## src/rtl/rc_decoder_pkg.sv

```systemverilog
// Shared types for the RC channel decoder.
// Arm/failsafe states and routed-function indices.
package rc_decoder_pkg;

  typedef enum logic [1:0] {
    DISARMED,
    RUN,
    FAILSAFE
  } state_e;

  localparam int F_DIR   = 0;
  localparam int F_PWR   = 1;
  localparam int F_REV   = 2;
  localparam int F_OTHER = 3;

endpackage

```

## src/rtl/rc_chan_monitor.sv

```systemverilog
// One RC input: PWM width capture, centring, deadzone
// classification and signal-loss watchdog.
module rc_chan_monitor #(
  parameter int K_RES = 10,
  parameter int K_TOW = 8
) (
  input  logic             i_clk,
  input  logic             i_rst_n,
  input  logic             i_pwm,
  input  logic [K_RES-1:0] i_skip,
  input  logic [K_RES-1:0] i_deadzone,
  input  logic             i_timebase,
  input  logic [K_TOW-1:0] i_timeout,
  output logic             o_done,
  output logic [K_RES-1:0] o_value,
  output logic             o_sign,
  output logic             o_neutral,
  output logic             o_pos,
  output logic             o_neg,
  output logic             o_lost
);

  localparam logic [K_RES-1:0] MIN_V = {1'b1, {(K_RES-1){1'b0}}};
  localparam logic [K_RES-1:0] MAX_V = {1'b0, {(K_RES-1){1'b1}}};

  logic [1:0]       sync_q, sync_d;
  logic             prev_q, prev_d;
  logic [K_RES-1:0] cnt_q, cnt_d;
  logic [K_TOW-1:0] wd_q, wd_d;
  logic             lost_q, lost_d;
  logic             rise, fall;
  logic [K_RES-1:0] v, mag;

  always_comb begin
    sync_d = {sync_q[0], i_pwm};
    prev_d = sync_q[1];
    rise   = sync_q[1] & ~prev_q;
    fall   = ~sync_q[1] & prev_q;
    cnt_d  = cnt_q;
    if (rise)
      cnt_d = K_RES'(1);
    else if (sync_q[1] && cnt_q != '1)
      cnt_d = cnt_q + K_RES'(1);
    o_done = fall && (cnt_q >= i_skip);
    // width minus mid-scale is just an MSB flip
    v = {~cnt_q[K_RES-1], cnt_q[K_RES-2:0]};
    if (!v[K_RES-1])
      mag = v;
    else if (v == MIN_V)
      mag = MAX_V;
    else
      mag = -v;
    o_neutral = mag < i_deadzone;
    o_value   = o_neutral ? '0 : v;
    o_sign    = v[K_RES-1];
    o_pos     = ~v[K_RES-1] & ~o_neutral;
    o_neg     = v[K_RES-1] & ~o_neutral;
  end

  always_comb begin
    wd_d   = wd_q;
    lost_d = lost_q;
    if (o_done) begin
      wd_d   = '0;
      lost_d = 1'b0;
    end else begin
      if (i_timebase && wd_q != '1)
        wd_d = wd_q + K_TOW'(1);
      lost_d = lost_q | ((i_timeout != '0) && (wd_d >= i_timeout));
    end
  end

  always_ff @(posedge i_clk or negedge i_rst_n) begin
    if (!i_rst_n) begin
      sync_q <= '0;
      prev_q <= 1'b0;
      cnt_q  <= '0;
      wd_q   <= '0;
      lost_q <= 1'b1;
    end else begin
      sync_q <= sync_d;
      prev_q <= prev_d;
      cnt_q  <= cnt_d;
      wd_q   <= wd_d;
      lost_q <= lost_d;
    end
  end

  assign o_lost = lost_q;

endmodule

```

## src/rtl/channels_decoder_fs.sv

```systemverilog
// RC receiver decoder: routing, debounced digital functions
// and the arm/failsafe state machine.
module channels_decoder_fs
  import rc_decoder_pkg::*;
#(
  parameter int K_NCHAN    = 4,
  parameter int K_NFUNC    = 4,
  parameter int K_RES      = 10,
  parameter int K_TOW      = 8,
  parameter int K_ARM_CAPT = 8,
  parameter int K_DEBOUNCE = 3,
  localparam int CW = (K_NCHAN > 1) ? $clog2(K_NCHAN) : 1
) (
  input  logic                        i_clk,
  input  logic                        i_rst_n,
  input  logic [K_NFUNC-1:0][CW-1:0]  i_chan_route,
  input  logic [K_NCHAN-1:0]          i_channels,
  input  logic [K_NCHAN-1:0]          i_polarity,
  input  logic [K_RES-1:0]            i_deadzone,
  input  logic [K_RES-1:0]            i_skip_threshold,
  input  logic                        i_timebase,
  input  logic [K_TOW-1:0]            i_timeout,
  output logic [K_RES-1:0]            o_steer,
  output logic [K_RES-1:0]            o_power,
  output logic                        o_power_done,
  output logic                        o_direction,
  output logic                        o_brake,
  output logic                        o_rev,
  output logic                        o_boost,
  output logic                        o_beep,
  output logic [K_NCHAN-1:0]          o_chan_lost,
  output logic                        o_armed,
  output logic                        o_failsafe
);

  localparam int AW = $clog2(K_ARM_CAPT + 1);
  localparam int RW = $clog2(K_DEBOUNCE + 1);

  logic [K_NCHAN-1:0]            c_done, c_sign, c_neu, c_pos, c_neg;
  logic [K_NCHAN-1:0][K_RES-1:0] c_val;
  logic [K_NFUNC-1:0]            f_done, f_sign, f_neu, f_pos, f_neg, f_pol;
  logic [K_NFUNC-1:0][K_RES-1:0] f_val;
  logic                          routed_lost, route_chg, run_d;

  for (genvar c = 0; c < K_NCHAN; c++) begin : g_ch
    rc_chan_monitor #(.K_RES(K_RES), .K_TOW(K_TOW)) u_mon (
      .i_clk      (i_clk),
      .i_rst_n    (i_rst_n),
      .i_pwm      (i_channels[c]),
      .i_skip     (i_skip_threshold),
      .i_deadzone (i_deadzone),
      .i_timebase (i_timebase),
      .i_timeout  (i_timeout),
      .o_done     (c_done[c]),
      .o_value    (c_val[c]),
      .o_sign     (c_sign[c]),
      .o_neutral  (c_neu[c]),
      .o_pos      (c_pos[c]),
      .o_neg      (c_neg[c]),
      .o_lost     (o_chan_lost[c])
    );
  end

  logic [K_NFUNC-1:0][CW-1:0] route_q;
  state_e                     state_q, state_d;
  logic [AW-1:0]              arm_q, arm_d;
  logic [3:0]                 deb_q, deb_d, dev, draw;
  logic [3:0][RW-1:0]         run_q, run_d4;
  logic [K_RES-1:0]           steer_q, steer_d, power_q, power_d;
  logic                       pdone_q, dir_q, dir_d, brake_q, brake_d;
  logic                       rev_q, boost_q, beep_q, armed_q, fs_q;

  always_comb begin
    routed_lost = 1'b0;
    for (int f = 0; f < K_NFUNC; f++) begin
      f_done[f] = c_done[i_chan_route[f]];
      f_val[f]  = c_val[i_chan_route[f]];
      f_sign[f] = c_sign[i_chan_route[f]];
      f_neu[f]  = c_neu[i_chan_route[f]];
      f_pos[f]  = c_pos[i_chan_route[f]];
      f_neg[f]  = c_neg[i_chan_route[f]];
      f_pol[f]  = i_polarity[i_chan_route[f]];
      routed_lost = routed_lost | o_chan_lost[i_chan_route[f]];
    end
    route_chg = i_chan_route != route_q;
  end

  // debouncers: 0=brake 1=rev 2=boost 3=beep
  always_comb begin
    dev  = {f_done[F_OTHER], f_done[F_OTHER], f_done[F_REV], f_done[F_PWR]};
    draw[0] = f_pol[F_PWR]   ? f_neg[F_PWR]   : f_pos[F_PWR];
    draw[1] = f_pol[F_REV]   ? f_pos[F_REV]   : f_neg[F_REV];
    draw[2] = f_pol[F_OTHER] ? f_pos[F_OTHER] : f_neg[F_OTHER];
    draw[3] = f_pol[F_OTHER] ? f_neg[F_OTHER] : f_pos[F_OTHER];
    deb_d  = deb_q;
    run_d4 = run_q;
    for (int d = 0; d < 4; d++) begin
      if (dev[d]) begin
        if (draw[d] == deb_q[d]) begin
          run_d4[d] = '0;
        end else if (run_q[d] == RW'(K_DEBOUNCE - 1)) begin
          deb_d[d]  = draw[d];
          run_d4[d] = '0;
        end else begin
          run_d4[d] = run_q[d] + RW'(1);
        end
      end
    end
  end

  always_comb begin
    state_d = state_q;
    arm_d   = arm_q;
    unique case (state_q)
      DISARMED: begin
        if (routed_lost || route_chg) begin
          arm_d = '0;
        end else if (f_done[F_PWR]) begin
          if (!f_neu[F_PWR]) begin
            arm_d = '0;
          end else if (arm_q == AW'(K_ARM_CAPT - 1)) begin
            state_d = RUN;
            arm_d   = '0;
          end else begin
            arm_d = arm_q + AW'(1);
          end
        end
      end
      RUN: begin
        if (routed_lost)
          state_d = FAILSAFE;
        if (route_chg)
          arm_d = '0;
      end
      FAILSAFE: begin
        arm_d = '0;
        if (!routed_lost)
          state_d = DISARMED;
      end
      default: state_d = DISARMED;
    endcase
  end

  // outputs follow the next state so loss forces safe values at once
  always_comb begin
    run_d   = state_d == RUN;
    steer_d = '0;
    power_d = '0;
    dir_d   = 1'b0;
    brake_d = 1'b1;
    if (run_d) begin
      steer_d = f_done[F_DIR] ? f_val[F_DIR] : steer_q;
      power_d = f_done[F_PWR] ? f_val[F_PWR] : power_q;
      dir_d   = f_done[F_DIR] ? f_sign[F_DIR] ^ f_pol[F_DIR] : dir_q;
      brake_d = deb_d[0];
    end
  end

  always_ff @(posedge i_clk or negedge i_rst_n) begin
    if (!i_rst_n) begin
      route_q <= '0;
      state_q <= DISARMED;
      arm_q   <= '0;
      deb_q   <= '0;
      run_q   <= '0;
      steer_q <= '0;
      power_q <= '0;
      pdone_q <= 1'b0;
      dir_q   <= 1'b0;
      brake_q <= 1'b1;
      rev_q   <= 1'b0;
      boost_q <= 1'b0;
      beep_q  <= 1'b0;
      armed_q <= 1'b0;
      fs_q    <= 1'b0;
    end else begin
      route_q <= i_chan_route;
      state_q <= state_d;
      arm_q   <= arm_d;
      deb_q   <= deb_d;
      run_q   <= run_d4;
      steer_q <= steer_d;
      power_q <= power_d;
      pdone_q <= f_done[F_PWR];
      dir_q   <= dir_d;
      brake_q <= brake_d;
      rev_q   <= run_d & deb_d[1];
      boost_q <= run_d & deb_d[2];
      beep_q  <= run_d & deb_d[3];
      armed_q <= run_d;
      fs_q    <= state_d == FAILSAFE;
    end
  end

  assign o_steer      = steer_q;
  assign o_power      = power_q;
  assign o_power_done = pdone_q;
  assign o_direction  = dir_q;
  assign o_brake      = brake_q;
  assign o_rev        = rev_q;
  assign o_boost      = boost_q;
  assign o_beep       = beep_q;
  assign o_armed      = armed_q;
  assign o_failsafe   = fs_q;

endmodule

```

## config.mk

```make
export PLATFORM = sky130hd
export DESIGN_NAME = channels_decoder_fs
export DESIGN_NICKNAME = d
export VERILOG_FILES = /design/src/rtl/rc_decoder_pkg.sv /design/src/rtl/rc_chan_monitor.sv /design/src/rtl/channels_decoder_fs.sv
export SDC_FILE = /design/constraint.sdc
export NUM_CORES = 1
export LEC_CHECK = 0
export BUFFER_PORTS_ARGS = -buffer_cell sky130_fd_sc_hd__buf_2
export CAP_MARGIN = 20
export CORE_MARGIN = 2
export CORE_UTILIZATION = 53
export CTS_CLUSTER_DIAMETER = 50
export CTS_CLUSTER_SIZE = 8
export DETAILED_ROUTE_END_ITERATION = 8
export HOLD_SLACK_MARGIN = 0.08
export PLACE_DENSITY = 0.67
export SKIP_CTS_REPAIR_TIMING = 1
export SLEW_MARGIN = 15
export SYNTH_ARGS = -nofsm -noshare
export SYNTH_HDL_FRONTEND = slang
export SYNTH_HIERARCHICAL = 1
export SYNTH_SLANG_ARGS = --single-unit
```

## constraint.sdc

```tcl
create_clock -name i_clk -period 4.7 [get_ports i_clk]
set_clock_uncertainty 0.2 [all_clocks]
set_input_delay 0.47 -clock i_clk [delete_from_list [all_inputs] [get_ports i_clk]]
set_output_delay 0.47 -clock i_clk [all_outputs]
set_load 0.01 [all_outputs]
```

# Yosys cells after proc, flatten, opt, wreduce, memory -nomap -nowiden
# Index checks and enable logic that the tools add are counted.
# classes
magnitude_cmp	16
mux	124
bitwise	43
reduce_logical	25
n_eq_ne	30
addsub	17
# op_table
op	n
$mux 10	26
$mux 8	12
$mux 1	43
$add 10x1->10 const B	4
$bmux 1 s2	20
$bmux 10 s2	2
$eq 10x10->1 const B	4
$ge 10x10->1	4
$lt 10x10->1	4
$ne 10x10->1 const B	4
$neg 10->10	4
$add 8x1->8 const B	4
$ge 8x8->1	4
$ne 8x8->1 const B	4
$mux 2	14
$mux 4	5
$and 1x1->1	19
$logic_and 1x1->1	16
$not 1->1	16
$eq 2x2->1 const B	6
$lt 2x3->1 const B	4
$pmux 4 s3	1
$add 2x1->2 const B	4
$ne 8x8->1	1
15 further kinds	30
# word_totals
word_cells	296
ff_bits	142
output_inout_bits	32

# Logic depth before layout (Yosys ltp)
# logic_depth
ltp_word	14
depth_mapped	19

# Cells and area by module
# The synthesis kept the hierarchy.
# modules_own_cells
module	cells_per_inst	area_each_um2	n_inst
rc_chan_monitor (g_ch[1].u_mon ...)	270	2154.6	2
channels_decoder_fs	287	3677.3	1
rc_chan_monitor (g_ch[3].u_mon)	272	2255.9	1
rc_chan_monitor (g_ch[0].u_mon)	269	2098.3	1

# Worst setup path before layout
# OpenSTA, ideal clock, no wires.
# synth_timing
path_type	reg-to-reg
from	register g_ch[3].u_mon.cnt_q[5]
to	register rev_q (netlist: o_rev)
required_time_ns	4.354
arrival_ns	3.758
stages_incl_launch_ff	15
period_less_slack_ns	4.104
setup_time_ns	0.146
path_slack_ns	0.596
cell_sequence	dfrtp_1 -> buf_6 -> nor4_4 -> nand2_1 -> o311a_1 -> a21oi_1 -> ha_1 -> and4_1 -> a21oi_1 -> buf_1 -> a21oi_2 -> mux2_2 -> mux4_1 -> mux2_2 -> a21boi_0
# synth_between
elab_chain_len	13
# synth_rtl
item	line	rtl
start: declaration	rc_chan_monitor.sv:28	logic [K_RES-1:0] cnt_q, cnt_d;
start signal: assignment	rc_chan_monitor.sv:83	cnt_q <= cnt_d;
$neg 10->10 or $eq 10x10->1 (tied branches)	rc_chan_monitor.sv:52, rc_chan_monitor.sv:49	
$mux 10	rc_chan_monitor.sv:49	else if (v == MIN_V)
$mux 10 *	rc_chan_monitor.sv:47	if (!v[K_RES-1])
$lt 10x10->1 *	rc_chan_monitor.sv:53	o_neutral = mag < i_deadzone;
$not 1->1 *	rc_chan_monitor.sv:57	o_neg = v[K_RES-1] & ~o_neutral;
$and 1x1->1 *	rc_chan_monitor.sv:57	
via c_neg[3]	channels_decoder_fs.sv:39	logic [K_NCHAN-1:0] c_done, c_sign, c_neu, c_pos, c_neg;
$bmux 1 s2 *	channels_decoder_fs.sv:81	f_neg[f] = c_neg[i_chan_route[f]];
$mux 1 (implied by the code) *	channels_decoder_fs.sv:81	
$mux 1 *	channels_decoder_fs.sv:92	draw[1] = f_pol[F_REV] ? f_pos[F_REV] : f_neg[F_REV];
$mux 1 or $eq 1x1->1 (tied branches)	channels_decoder_fs.sv:101, channels_decoder_fs.sv:99	
$mux 1 *	channels_decoder_fs.sv:99	if (draw[d] == deb_q[d]) begin
$mux 1 *	channels_decoder_fs.sv:98	if (dev[d]) begin
via deb_d[1]	channels_decoder_fs.sv:67	logic [3:0] deb_q, deb_d, dev, draw;
$and 1x1->1 *	channels_decoder_fs.sv:187	rev_q <= run_d & deb_d[1];
end signal: assignment	channels_decoder_fs.sv:187	
end: declaration	channels_decoder_fs.sv:71	logic rev_q, boost_q, beep_q, armed_q, fs_q;
# Mark *: on every way through the listed nets, which the timed path passes. The rest lies on a longest branch. The select of a mux whose other input is x is not followed.
# A chain may end at the register's enable or synchronous reset.

# Worst setup path in the final report
# layout_timing
from	register g_ch[0].u_mon.cnt_q[4]
to	register dir_q (netlist: o_direction)
# layout_between
elab_chain_len	12
# layout_rtl
item	line	rtl
start: declaration	rc_chan_monitor.sv:28	
start signal: assignment	rc_chan_monitor.sv:83	
$neg 10->10 or $eq 10x10->1 (tied branches)	rc_chan_monitor.sv:52, rc_chan_monitor.sv:49	
$mux 10	rc_chan_monitor.sv:49	
$mux 10 *	rc_chan_monitor.sv:47	
$lt 10x10->1 *	rc_chan_monitor.sv:53	
via c_neu[0]	channels_decoder_fs.sv:39	
$bmux 1 s2 *	channels_decoder_fs.sv:79	f_neu[f] = c_neu[i_chan_route[f]];
$mux 1 (implied by the code) *	channels_decoder_fs.sv:79	
$mux 2 *	channels_decoder_fs.sv:119	if (!f_neu[F_PWR]) begin
$mux 2 *	channels_decoder_fs.sv:118	end else if (f_done[F_PWR]) begin
$mux 2 *	channels_decoder_fs.sv:116	if (routed_lost || route_chg) begin
$pmux 2 s3 *	channels_decoder_fs.sv:114	unique case (state_q)
$eq 2x1->1 *	channels_decoder_fs.sv:146	run_d = state_d == RUN;
$ne 2x2->1 (no line) or $mux 1 (tied branches)	-	
end signal: assignment	channels_decoder_fs.sv:185	dir_q <= dir_d;
end: declaration	channels_decoder_fs.sv:70	logic pdone_q, dir_q, dir_d, brake_q, brake_d;
# Marks and branches as above.

==> flow_summary.yaml <==
worst_setup_path:
  crit_arrival_ps: 4560
  worstSetupPathType: "reg2reg"
  critPathLaunchType: "flop"
  crit_required_ps: 4830
  cp-end-kind: "flop"
  r2r_cells: 13
  crit_fanout: 26
grt:
  grt-ovfl-total: 0
  grt_max_degree: 71
  first_global_vias: 10100
  track_usage_pct: 27.05
  grt_pass1_wl_um: 52470
  antenna_found_initial: 0
die:
  ioPinCount: 79
  die_y_um: 156.6
  die_area_um2: 24520
  core_area_um2: 22780
  die_x_um: 156.6
  rows: 55
  initial_core_util_pct: 54.18
flow_run:
  drv_cap: 0
logic_synthesis:
  synth_top_cell_area_share_pct: 27.78
  yosysTopAreaCell: "dfrtp_1"
  netlist-cell-type-count: 87
  avgSynthCellArea_um2: 9.021
  synthCells: 1368
  synth_edf_count: 0
  synth_nets: 1540
  synth_common_cells: "inv_1, dfrtp_1, ha_1"
  synth_area_leaders: "dfrtp_1, ha_1, mux4_2, inv_1, a21oi_1"
  async_flop_share_pct: 100.0
  ys_warn_count: 6
  ys_ff_latch: 142
  synth_area_um2: 12340
  seq_area_frac_synth_pct: 28.85
  synth_most_common_cell: "inv_1"
  ys.flop_type: "dfrtp_1"
drt:
  drt_pass1_iterations: 5
  vias: 10470
  drtIter0Drc: 718
  ant_nets: 0
  drt_wl_total_um: 31860
  vias_per_cell: 5.930
  avgRoutedWirePerCell_um: 18.05
  drc: 0
sta:
  min_period_ps: 4432
  finalWorstSetupSlack_ps: 267.9
  worst_pin_slew_ps: 1053
  hold_viol: 0
  slew-limit-headroom_pct: 29.83
  final-setup-viol-count: 0
  rsz0062_at_grt: "no"
  clock.fmax_ghz: 0.2256
  final-max-slew-violation-count: 0
  finalCritPeriodShare_pct: 94.30
  finalSetupTns_ps: 0
finish:
  area_growth_pct: 10.30
  num-fill-cells: 2036
  antenna_cells: 0
  drive_gt1_share_pct: 17.77
  multiInputGateArea_um2: 7802
  seq_area_um2: 3560
  nets: 1611
cts:
  htree_levels: 4
  clock_latency_ps: 430
  cts_buffers: 17
  cts_tree: "yes"
  root_buffer: "clkbuf_16"
  cts_sinks: 142
  clk_pin_slew_worst_paths_ps: 70
  cts_buffer_depth: 2
place:
  gp_congestion: 0.9826
  dpl_worst_slack_ps: 338.3
  post-dp-hpwl_um: 23990
  io_buffer_count: 78
status:
  run_status: "complete, no violations"
pwr:
  power_per_cell_area_nw_per_um2: 371.2
  vdd_drop_max_uv: 239.9
  p_leak_nw: 6.331
worst_hold_path:
  hold_path_class: "in2reg"
  whs_path_depth: 1
power breakdown:
part	internal, mW	total (mW)	switching (mW)
sequential	1.41	1.65	0.242
combinational	0.941	2.09	1.15
clock	0.739	1.31	0.571
worst paths after layout:
| check | start | endpoint | slack (ps) |
|---|---|---|---|
| min | i_chan_route[7] | route_q[7]$_DFF_PN0_ | 110 |
| max | g_ch[0].u_mon/cnt_q[4]$_DFFE_PN0P_ | o_direction$_DFFE_PN0P_ | 270 |
| max reg2reg | g_ch[0].u_mon/cnt_q[4]$_DFFE_PN0P_ | o_direction$_DFFE_PN0P_ | 270 |
| max in group asynchronous | i_rst_n | g_ch[1].u_mon/o_lost$_DFF_PN1_ | 2900 |
| min reg2reg | g_ch[1].u_mon/sync_q[0]$_DFF_PN0_ | g_ch[1].u_mon/sync_q[1]$_DFF_PN0_ | 150 |
| min in group asynchronous | i_rst_n | g_ch[0].u_mon/cnt_q[2]$_DFFE_PN0P_ | 420 |
through the flow:
stage                     power, mW  instances  instance area (um2)  hold slack (ps)  util, %
after floorplan               3.217       1368                12340           -25.59        -
after global placement        3.663       1726                12980            133.8    57.00
after detailed placement      3.726       1726                12980            137.1    57.00
after CTS                     5.064       1758                13540           -123.0    59.45
after global routing          5.472       1765                13610            86.39    59.76
final                         5.053       1765                13610            106.5    59.76
layout by cell type, fill, tap and decap left out, types with 37 or more instances in the layout:
cell type    n
a21oi_1     88
dfrtp_1    137
nand3_1     64
o21ai_0     61
buf_4       37
nor2_1      79
nand2_1     80
mux2i_1     41
inv_1      147
buf_2       77
ha_1       125
metal layers:
layer | track usage (%) | up-vias | part of all wire, %
met5 | 0 | - | 0
met4 | 9.043 | 0 | 2.3
met3 | 3.766 | 55 | 5.4
met2 | 41.56 | 317 | 45
met1 | 39.27 | 5009 | 48
li1 | - | 5085 | -
worst max-delay path, cell delays in order (launching register included):
cell and delay [ps]:
dfrtp_1 510, nor3_1 320, nand2_1 140, nor2_1 300, nor3_1 80, a21oi_1 140, ha_1 250, a21o_1 160
a221o_1 400, a221oi_4 320, mux4_2 320, nand3b_1 130, or4_4 730, a221oi_2 340
final cells by class:
class,instances,share of cell area (%)
clock inverter,13,0.9192
clock buffer,19,3.180
tap,313,2.877
multi-input combinational,1008,57.32
timing repair buffer,122,5.469
inverter,148,4.081
sequential,142,26.15
sequential cells by signal (all words and copies together) (netlist names), 2 cells and up:
signal             count
o_steer               10
state_q                2
run_q                  8
arm_q                  4
o_power               10
g_ch.u_mon/cnt_q      40
g_ch.u_mon/o_lost      4
deb_q                  4
g_ch.u_mon/prev_q      4
g_ch.u_mon/sync_q      8
g_ch.u_mon/wd_q       32
route_q                8
cells by family after synthesis:
group / synth area share [%]
AOI/OAI and AO/OA: 17.00
and+or+nand+nor: 19.83
DFF: 28.85
muxes: 11.02
adders and majority gates: 12.67
xor gates and xnor gates: 2.697
buffers and inverters: 7.929
No activity file was read; power rests on OpenSTA's default activity.
